==> config.mk <==
export PLATFORM = sky130hd
export DESIGN_NAME = ecc_mem_array_flat
export DESIGN_NICKNAME = d
export VERILOG_FILES = /design/src/rtl/ecc_mem_array_if.sv /design/src/rtl/ecc_mem_array.sv /design/src/flat_wrapper.sv
export SDC_FILE = /design/constraint.sdc
export NUM_CORES = 2
export LEC_CHECK = 0
export ABC_AREA = 1
export CORE_MARGIN = 3
export CORE_UTILIZATION = 30
export DETAILED_ROUTE_END_ITERATION = 8
export PLACE_DENSITY = 0.41
export SYNTH_ARGS = -nofsm -noshare
export SYNTH_HDL_FRONTEND = slang
export SYNTH_SLANG_ARGS = --single-unit
==> constraint.sdc <==
create_clock -name clk -period 131.9 [get_ports clk]
set_input_delay 32.975 -clock clk [delete_from_list [all_inputs] [get_ports clk]]
set_output_delay 32.975 -clock clk [all_outputs]
set_load 0.02 [all_outputs]
==> src/rtl/ecc_mem_array_if.sv <==
// ecc_mem_array_if: host-side bus of the SECDED register-file memory.
//
// Handshake: we and re are single-cycle request strobes that are always
// accepted (there is no ready; the memory never stalls the host). A read
// strobe in cycle N is answered by a one-cycle rvalid pulse in cycle N+1
// carrying rdata/rsbe/rdbe. Error counters and capture are level outputs.
//
// Signals:
//   we, waddr, wdata, inj_mask   write port (inj_mask XORed into codeword)
//   re, raddr                    read port request
//   rvalid, rdata, rsbe, rdbe    read response
//   sbe_count, dbe_count         saturating error counters
//   err_valid, err_addr, err_clr sticky first-error capture and its clear
//   scrub_busy                   scrubber in READ/CHECK/WRITE
//   scrub_state                  scrubber FSM state (debug visibility)
interface ecc_mem_array_if #(
  parameter int DATA_W = 57,
  parameter int ADDR_W = 4,
  parameter int CNT_W  = 8
);
  function automatic int calc_chk_w(input int dw);
    int r;
    r = 1;
    while ((1 << r) < (dw + r + 1)) r = r + 1;
    return r;
  endfunction

  localparam int CHK_W = calc_chk_w(DATA_W);
  localparam int CW_W  = DATA_W + CHK_W + 1;

  logic              we;
  logic [ADDR_W-1:0] waddr;
  logic [DATA_W-1:0] wdata;
  logic [CW_W-1:0]   inj_mask;
  logic              re;
  logic [ADDR_W-1:0] raddr;
  logic              err_clr;
  logic              rvalid;
  logic [DATA_W-1:0] rdata;
  logic              rsbe;
  logic              rdbe;
  logic [CNT_W-1:0]  sbe_count;
  logic [CNT_W-1:0]  dbe_count;
  logic              err_valid;
  logic [ADDR_W-1:0] err_addr;
  logic              scrub_busy;
  logic [2:0]        scrub_state;

  modport master (
    output we, waddr, wdata, inj_mask, re, raddr, err_clr,
    input  rvalid, rdata, rsbe, rdbe, sbe_count, dbe_count,
           err_valid, err_addr, scrub_busy, scrub_state
  );

  modport slave (
    input  we, waddr, wdata, inj_mask, re, raddr, err_clr,
    output rvalid, rdata, rsbe, rdbe, sbe_count, dbe_count,
           err_valid, err_addr, scrub_busy, scrub_state
  );
endinterface

==> src/rtl/ecc_mem_array.sv <==
// ecc_mem_array: SECDED-protected register-file memory with one write port,
// one registered read port, a background scrubber, saturating error counters
// and sticky first-error address capture.
//
// Ports:
//   clk   rising-edge clock
//   rst   asynchronous active-high reset; clears all state and the array
//   bus   ecc_mem_array_if.slave (see interface file for signal list)
//
// Codeword layout: bit 0 is overall parity, bits 1..CW_W-1 are Hamming
// positions; check bit k at position 2^k, data bits fill the rest in order.
module ecc_mem_array #(
  parameter int DATA_W         = 57,
  parameter int ADDR_W         = 4,
  parameter int SCRUB_EN       = 1,
  parameter int SCRUB_INTERVAL = 1024,
  parameter int CNT_W          = 8
) (
  input logic           clk,
  input logic           rst,
  ecc_mem_array_if.slave bus
);
  function automatic int calc_chk_w(input int dw);
    int r;
    r = 1;
    while ((1 << r) < (dw + r + 1)) r = r + 1;
    return r;
  endfunction

  localparam int CHK_W = calc_chk_w(DATA_W);
  localparam int CW_W  = DATA_W + CHK_W + 1;
  localparam int DEPTH = 1 << ADDR_W;
  localparam int IW    = (SCRUB_INTERVAL > 1) ? $clog2(SCRUB_INTERVAL) : 1;

  typedef struct packed {
    logic [DATA_W-1:0] data;
    logic              sbe;
    logic              dbe;
  } dec_t;

  typedef enum logic [2:0] {
    S_IDLE  = 3'd0,
    S_WAIT  = 3'd1,
    S_READ  = 3'd2,
    S_CHECK = 3'd3,
    S_WRITE = 3'd4
  } state_e;

  function automatic logic [CW_W-1:0] encode(input logic [DATA_W-1:0] d);
    logic [CW_W-1:0]  cw;
    logic [CHK_W-1:0] syn;
    int               j;
    cw  = '0;
    syn = '0;
    j   = 0;
    for (int p = 1; p < CW_W; p++) begin
      if ((p & (p - 1)) != 0) begin
        cw[p] = d[j];
        if (d[j]) syn = syn ^ CHK_W'(p);
        j = j + 1;
      end
    end
    // Each check bit only contributes its own bit to the syndrome, so the
    // data-only syndrome is exactly the check-bit vector that zeroes it.
    for (int k = 0; k < CHK_W; k++) cw[1 << k] = syn[k];
    cw[0] = ^cw[CW_W-1:1];
    return cw;
  endfunction

  function automatic dec_t decode(input logic [CW_W-1:0] cw);
    dec_t             r;
    logic [CHK_W-1:0] s;
    logic             par;
    logic [CW_W-1:0]  fixed;
    int               j;
    s = '0;
    for (int p = 1; p < CW_W; p++) begin
      if (cw[p]) s = s ^ CHK_W'(p);
    end
    par   = ^cw;
    fixed = cw;
    r     = '0;
    if (s == '0) begin
      r.sbe = par;
    end else if (par && (int'(s) <= CW_W - 1)) begin
      for (int p = 1; p < CW_W; p++) begin
        if (CHK_W'(p) == s) fixed[p] = ~fixed[p];
      end
      r.sbe = 1'b1;
    end else begin
      r.dbe = 1'b1;
    end
    j = 0;
    for (int p = 1; p < CW_W; p++) begin
      if ((p & (p - 1)) != 0) begin
        r.data[j] = fixed[p];
        j = j + 1;
      end
    end
    return r;
  endfunction

  logic [CW_W-1:0]   mem_q [DEPTH];
  state_e            state_q;
  logic [ADDR_W-1:0] ptr_q;
  logic [IW-1:0]     ivl_q;
  logic              busy_q;
  logic              rvalid_q, rsbe_q, rdbe_q;
  logic [DATA_W-1:0] rdata_q;
  logic [DATA_W-1:0] scrub_data_q;
  logic              scrub_sbe_q;
  logic              ev_sbe_q, ev_dbe_q;
  logic [ADDR_W-1:0] ev_addr_q;
  logic [CNT_W-1:0]  sbe_cnt_q, sbe_cnt_d, dbe_cnt_q, dbe_cnt_d;
  logic              err_valid_q, err_valid_d;
  logic [ADDR_W-1:0] err_addr_q, err_addr_d;

  logic              host_rd, scrub_rd, scrub_wr, host_hit;
  logic [ADDR_W-1:0] rd_addr;
  dec_t              dec;

  // The host always owns the read port; the scrubber only reads when idle.
  assign host_rd  = bus.re;
  assign scrub_rd = (state_q == S_READ) && !bus.re;
  assign rd_addr  = bus.re ? bus.raddr : ptr_q;
  assign scrub_wr = (state_q == S_WRITE) && !bus.we;
  assign host_hit = bus.we && (bus.waddr == ptr_q);

  always_comb begin
    dec = decode(mem_q[rd_addr]);
  end

  always_ff @(posedge clk or posedge rst) begin
    if (rst) begin
      for (int i = 0; i < DEPTH; i++) mem_q[i] <= '0;
    end else if (bus.we) begin
      mem_q[bus.waddr] <= encode(bus.wdata) ^ bus.inj_mask;
    end else if (scrub_wr) begin
      mem_q[ptr_q] <= encode(scrub_data_q);
    end
  end

  always_ff @(posedge clk or posedge rst) begin
    if (rst) begin
      rvalid_q     <= 1'b0;
      rdata_q      <= '0;
      rsbe_q       <= 1'b0;
      rdbe_q       <= 1'b0;
      scrub_data_q <= '0;
      scrub_sbe_q  <= 1'b0;
      ev_sbe_q     <= 1'b0;
      ev_dbe_q     <= 1'b0;
      ev_addr_q    <= '0;
    end else begin
      rvalid_q <= host_rd;
      rsbe_q   <= host_rd && dec.sbe;
      rdbe_q   <= host_rd && dec.dbe;
      if (host_rd) rdata_q <= dec.data;
      if (scrub_rd) begin
        scrub_data_q <= dec.data;
        scrub_sbe_q  <= dec.sbe;
      end
      ev_sbe_q <= (host_rd || scrub_rd) && dec.sbe;
      ev_dbe_q <= (host_rd || scrub_rd) && dec.dbe;
      if (host_rd || scrub_rd) ev_addr_q <= rd_addr;
    end
  end

  // Clear is applied first, then any error event of the same cycle.
  always_comb begin
    sbe_cnt_d   = bus.err_clr ? '0 : sbe_cnt_q;
    dbe_cnt_d   = bus.err_clr ? '0 : dbe_cnt_q;
    err_valid_d = bus.err_clr ? 1'b0 : err_valid_q;
    err_addr_d  = bus.err_clr ? '0 : err_addr_q;
    if (ev_sbe_q && (sbe_cnt_d != '1)) sbe_cnt_d = sbe_cnt_d + CNT_W'(1);
    if (ev_dbe_q && (dbe_cnt_d != '1)) dbe_cnt_d = dbe_cnt_d + CNT_W'(1);
    if ((ev_sbe_q || ev_dbe_q) && !err_valid_d) begin
      err_valid_d = 1'b1;
      err_addr_d  = ev_addr_q;
    end
  end

  always_ff @(posedge clk or posedge rst) begin
    if (rst) begin
      sbe_cnt_q   <= '0;
      dbe_cnt_q   <= '0;
      err_valid_q <= 1'b0;
      err_addr_q  <= '0;
    end else begin
      sbe_cnt_q   <= sbe_cnt_d;
      dbe_cnt_q   <= dbe_cnt_d;
      err_valid_q <= err_valid_d;
      err_addr_q  <= err_addr_d;
    end
  end

  // Scrubber. A host write landing on the scrubbed word while in CHECK or
  // WRITE makes the pending write-back stale, so it is dropped.
  always_ff @(posedge clk or posedge rst) begin
    if (rst) begin
      state_q <= S_IDLE;
      ptr_q   <= '0;
      ivl_q   <= '0;
      busy_q  <= 1'b0;
    end else begin
      case (state_q)
        S_IDLE: begin
          busy_q <= 1'b0;
          if (SCRUB_EN != 0) state_q <= S_WAIT;
        end
        S_WAIT: begin
          if (ivl_q == IW'(SCRUB_INTERVAL - 1)) begin
            ivl_q   <= '0;
            state_q <= S_READ;
            busy_q  <= 1'b1;
          end else begin
            ivl_q <= ivl_q + IW'(1);
          end
        end
        S_READ: begin
          if (!bus.re) state_q <= S_CHECK;
        end
        S_CHECK: begin
          if (scrub_sbe_q && !host_hit) begin
            state_q <= S_WRITE;
          end else begin
            ptr_q   <= ptr_q + ADDR_W'(1);
            state_q <= S_WAIT;
            busy_q  <= 1'b0;
          end
        end
        S_WRITE: begin
          if (!bus.we || host_hit) begin
            ptr_q   <= ptr_q + ADDR_W'(1);
            state_q <= S_WAIT;
            busy_q  <= 1'b0;
          end
        end
        default: begin
          state_q <= S_IDLE;
          busy_q  <= 1'b0;
        end
      endcase
    end
  end

  assign bus.rvalid      = rvalid_q;
  assign bus.rdata       = rdata_q;
  assign bus.rsbe        = rsbe_q;
  assign bus.rdbe        = rdbe_q;
  assign bus.sbe_count   = sbe_cnt_q;
  assign bus.dbe_count   = dbe_cnt_q;
  assign bus.err_valid   = err_valid_q;
  assign bus.err_addr    = err_addr_q;
  assign bus.scrub_busy  = busy_q;
  assign bus.scrub_state = state_q;
endmodule

==> src/flat_wrapper.sv <==
// flat-port wrapper written by rule: the top's interface ports become plain ports
module ecc_mem_array_flat 
#(
  parameter int DATA_W         = 57,
  parameter int ADDR_W         = 4,
  parameter int SCRUB_EN       = 1,
  parameter int SCRUB_INTERVAL = 1024,
  parameter int CNT_W          = 8
)
  (clk, rst, bus_we, bus_waddr, bus_wdata, bus_inj_mask, bus_re, bus_raddr, bus_err_clr, bus_rvalid, bus_rdata, bus_rsbe, bus_rdbe, bus_sbe_count, bus_dbe_count, bus_err_valid, bus_err_addr, bus_scrub_busy, bus_scrub_state);
  ecc_mem_array_if #(.DATA_W(DATA_W), .ADDR_W(ADDR_W), .CNT_W(CNT_W)) bus_i ();
  input logic clk;
  input logic rst;
  input wire logic [$bits(bus_i.we)-1:0] bus_we;
  input wire logic [$bits(bus_i.waddr)-1:0] bus_waddr;
  input wire logic [$bits(bus_i.wdata)-1:0] bus_wdata;
  input wire logic [$bits(bus_i.inj_mask)-1:0] bus_inj_mask;
  input wire logic [$bits(bus_i.re)-1:0] bus_re;
  input wire logic [$bits(bus_i.raddr)-1:0] bus_raddr;
  input wire logic [$bits(bus_i.err_clr)-1:0] bus_err_clr;
  output wire logic [$bits(bus_i.rvalid)-1:0] bus_rvalid;
  output wire logic [$bits(bus_i.rdata)-1:0] bus_rdata;
  output wire logic [$bits(bus_i.rsbe)-1:0] bus_rsbe;
  output wire logic [$bits(bus_i.rdbe)-1:0] bus_rdbe;
  output wire logic [$bits(bus_i.sbe_count)-1:0] bus_sbe_count;
  output wire logic [$bits(bus_i.dbe_count)-1:0] bus_dbe_count;
  output wire logic [$bits(bus_i.err_valid)-1:0] bus_err_valid;
  output wire logic [$bits(bus_i.err_addr)-1:0] bus_err_addr;
  output wire logic [$bits(bus_i.scrub_busy)-1:0] bus_scrub_busy;
  output wire logic [$bits(bus_i.scrub_state)-1:0] bus_scrub_state;
  assign bus_i.we = bus_we;
  assign bus_i.waddr = bus_waddr;
  assign bus_i.wdata = bus_wdata;
  assign bus_i.inj_mask = bus_inj_mask;
  assign bus_i.re = bus_re;
  assign bus_i.raddr = bus_raddr;
  assign bus_i.err_clr = bus_err_clr;
  assign bus_rvalid = bus_i.rvalid;
  assign bus_rdata = bus_i.rdata;
  assign bus_rsbe = bus_i.rsbe;
  assign bus_rdbe = bus_i.rdbe;
  assign bus_sbe_count = bus_i.sbe_count;
  assign bus_dbe_count = bus_i.dbe_count;
  assign bus_err_valid = bus_i.err_valid;
  assign bus_err_addr = bus_i.err_addr;
  assign bus_scrub_busy = bus_i.scrub_busy;
  assign bus_scrub_state = bus_i.scrub_state;
  ecc_mem_array #(.DATA_W(DATA_W), .ADDR_W(ADDR_W), .SCRUB_EN(SCRUB_EN), .SCRUB_INTERVAL(SCRUB_INTERVAL), .CNT_W(CNT_W)) u_core (.clk(clk), .rst(rst), .bus(bus_i));
endmodule
==> out/results.tsv <==
stage	metric	value	unit
sta	final_hold_viol_count	0	
logic_synthesis	synth_flop_cell	dfrtp_1	
cells_and_area	syn_to_final_growth	14.2	%
sta	fin_crit	40590	ps
worst_setup_path	cpMostUsedCell	nand2_1	
clocking	clock_sinks	1187	
worst_setup_path	r2r_cells	25	
drt	wl_met3	35.4	mm
power	peakVddDrop	0.0218	mV
power	power.density	18.7	nW/um^2
placement	dpl-instance-area	73900	um^2
worst_setup_path	endpoint_kind	flip-flop	
floorplanning	dieHeight	486	um
worst_setup_path	critical_path_arrival	41360	ps
run_status	status	finished with violations	
clocking	cts_resized	0	
worst_setup_path	startpoint_type	input pin	
worst_setup_path	reg2reg_from	u_core.ptr_q[0]$_DFFE_PP0P_	
floorplanning	core_region_area	228000	um^2
logic_synthesis	netlist_top_cells_count	nand2_1 (2,914), dfrtp_1 (1,187), nand3_1 (1,124), inv_1 (1,049), o221ai_1 (652)	
power	p_leak	36.9	nW
clocking	cts-buffers-inserted	153	
global_route	grt_pass1_wl	539	mm
sta	setup_violations	0	
worst_setup_path	cp_num_buf_inv	8	
sta	rsz0062_at_grt	no	
drt	drc_errors	0	
worst_setup_path	critical_path_required	132670	ps
sta	finalCritPeriodShare	0.308	
clocking	clkSlewWorstSetupHoldPaths	60	ps
global_route	grt_pass1_vias	66400	
drt	drt-pass1-iter-count	6	
sta	relSlewSlack	0.0101	
drt	wl_met1	166	mm
floorplanning	initial_core_util	0.303	
worst_setup_path	critical_path.top_delay_family	simple AND/OR/NAND/NOR gates	
logic_synthesis	synth_warnings	0	
logic_synthesis	synth_top_area_frac	0.430	
run_status	violations	capacitance limit	
drt	drt-initial-drc-count	9224	
sta	fin_worst_skew	38.6	ps
global_route	antenna_found_initial	20	
cells_and_area	fillers	24200	
cells_and_area	multi_input_area	32300	um^2
clocking	cts_buffer_depth	3	
clocking	cts_tree	yes	
logic_synthesis	yosysMostFrequentCell	nand2_1	
floorplanning	die-area	236000	um^2
logic_synthesis	syn_avg_cell_area	7.47	um^2
drt	wl	388	mm
drt	wl_met2	165	mm
sta	finalMaxSlewViolations	0	
clocking	htree_levels	4	
hold_path	hold_depth	2	
global_route	gr-usage-all-layers	0.319	
job	maxCapViolCount	1	
worst_setup_path	critPathMaxFanout	82	
worst_setup_path	cp_slowest_cell	nor2_2	
logic_synthesis	ys_ff_latch	1187	
logic_synthesis	synth_edf_count	0	
placement	portBuffers	218	
cells_and_area	stdcell_area	79000	um^2
clocking	cts_root_buf	clkbuf_16	
sta	tightest_slew	1480	ps
drt	vias_per_cell	5.75	
logic_synthesis	yosysUniqueCellTypes	39	
global_route	grt.overflow.total	0	
worst_setup_path	r2r-end	u_core.bus.rdbe$_DFF_PP0_	
clocking	clk_latency	840	ps
global_route	grt_max_degree	151	
cells_and_area	nets	9228	
hold_path	worstHoldEndpoint	u_core.mem_q[874]$_DFFE_PP0P_	
cells_and_area	drive_above_1_share	0.0699	
clocking	ctsHoldBuffers	0	
sta	fmax	24.6	MHz
clocking	post_cts_buffers	0	
drt	top_layer	met5	
floorplanning	fp-row-count	175	
cells_and_area	final-seq-area	29700	um^2
logic_synthesis	synth_area	69200	um^2
drt	wl_per_cell	31.7	um
worst_setup_path	path_class	input pin to flip-flop	
hold_path	hp-class	flip-flop to flip-flop	
logic_synthesis	seq_area_frac_synth	0.430	
logic_synthesis	yosysTopAreaCell	dfrtp_1	
logic_synthesis	netlist_top_cells_area	dfrtp_1 (43%), nand2_1 (16%), o221ai_1 (8.3%)	
cells_and_area	utilization	0.346	
placement	dp_hpwl	234	mm
logic_synthesis	synth_nets	9396	
hold_path	min_from	u_core.mem_q[874]$_DFFE_PP0P_	
floorplanning	die-width	486	um
sta	final.setup.tns	0	ps
drt	vias	70300	
drt	ant_nets	0	
logic_synthesis	synthArstFlopShare	1.00	
logic_synthesis	synthCells	9255	
worst_setup_path	max_stage_delay	1080	ps
floorplanning	ios	219	
worst_setup_path	r2r_slack	123490	ps
placement	place_congestion	1.01	
[per-stage QoR]
stage               hold WS [ps]  setup slack [ps]  instances  power [mW]
detailed placement           468             90650      11900        1.03
global route                 501             90890      12200        1.55
global placement             463             90660      11900        1.03
CTS                          484             91530      12200        1.47
finish                       482             91310      12200        1.48
floorplan                    449             65490       9255       0.829
[worst reg2reg max path, stage by stage (launching register included)]
cell and delay [ps]:
dfrtp_1 700, nand2_4 280, nand2_8 650, buf_12 660, buf_4 860, buf_4 640
buf_4 750, nand2_1 170, nand3_1 120, nand3_1 90, nand3_1 150, nand2_1 330
xor2_1 610, inv_1 100, nand2_1 80, nand2_1 90, nor2_1 110, nor2_1 60
nand3_1 90, nand3_1 210, nand2_2 190, nand2_2 120, nor2_1 420, nand3_1 230
nand2_1 380, nor2_1 170
[sequential cells by signal, summed over array words and instances (netlist names), 3 cells and up]
name	cells
u_core.bus.dbe_count	8
u_core.ivl_q	10
u_core.bus.err_addr	4
u_core.bus.rdata	57
u_core.mem_q	1024
u_core.scrub_data_q	57
u_core.ev_addr_q	4
u_core.bus.sbe_count	8
u_core.ptr_q	4
u_core.bus.scrub_state	3
[where the power goes]
part / internal [mW] / switching (mW) / leakage (nW)
clock network: 0.256 / 0.182 / 2.47
logic: 0.152 / 0.395 / 19.8
registers: 0.445 / 0.0492 / 14.6
[worst max path at each step]
stage / startpoint / to / slack [ps] / cells after the start
after floorplan: rst / u_core.bus.dbe_count[0]$_DFF_PP0_ / 65490 / 1
after global placement: bus_re / u_core.bus.rdata[30]$_DFFE_PP0P_ / 90660 / 30
after detailed placement: bus_re / u_core.bus.rdata[34]$_DFFE_PP0P_ / 90650 / 30
after CTS: bus_re / u_core.bus.rdata[34]$_DFFE_PP0P_ / 91530 / 30
after global routing: bus_re / u_core.scrub_data_q[26]$_DFFE_PP0P_ / 90890 / 30
final: bus_re / u_core.bus.rdata[36]$_DFFE_PP0P_ / 91310 / 29
[layer usage]
metal | global-route usage | vias up
li1 | - | 30300
met1 | 0.443 | 35400
met2 | 0.472 | 3873
met3 | 0.0684 | 763
met4 | 0.151 | 4
met5 | 0.00776 | -
[cells in the final DEF (no fill, tap or decap), types with 11 or more instances in the layout]
cell and count:
dfrtp_1 1187, clkinv_2 25, o221ai_1 652, xnor2_1 248, nor2_4 26, nor2_1 126, clkinv_1 34, nand3b_1 20
a22oi_1 58, a21oi_1 33, o21ai_0 351, o21ai_1 27, inv_1 1042, clkbuf_16 160, nand4_1 12, nand3_1 1123
or2_2 72, clkbuf_8 26, clkdlybuf4s50_1 217, o211ai_1 40, inv_2 54, buf_4 187, a31oi_1 19, nand2_1 2905
xor2_1 129, inv_6 11, clkbuf_1 44, o22ai_1 264
[layout make-up]
class | count | share of cell area
sequential | 1187 | 0.376
inverter | 1156 | 0.0560
timing repair buffer | 411 | 0.0471
tap | 3009 | 0.0477
clock inverter | 39 | 0.00651
clock buffer | 230 | 0.0573
multi-input combinational | 6178 | 0.409
antenna | 5 | 0.000158
[cells by family (layout without fill, tap and decap cells)]
logic type | after synthesis | after routing | synth area share
AND/OR/NAND/NOR | 4327 | 4327 | 0.262
other | 0 | 5 | 0
buffers and inverters | 1890 | 1836 | 0.108
flip-flops | 1187 | 1187 | 0.430
AO/OA/AOI/OAI | 1461 | 1461 | 0.150
adder cells (fa/ha/maj) | 7 | 7 | 0.00127
XOR/XNOR | 383 | 383 | 0.0485
No activity file was read; power rests on OpenSTA's default activity.
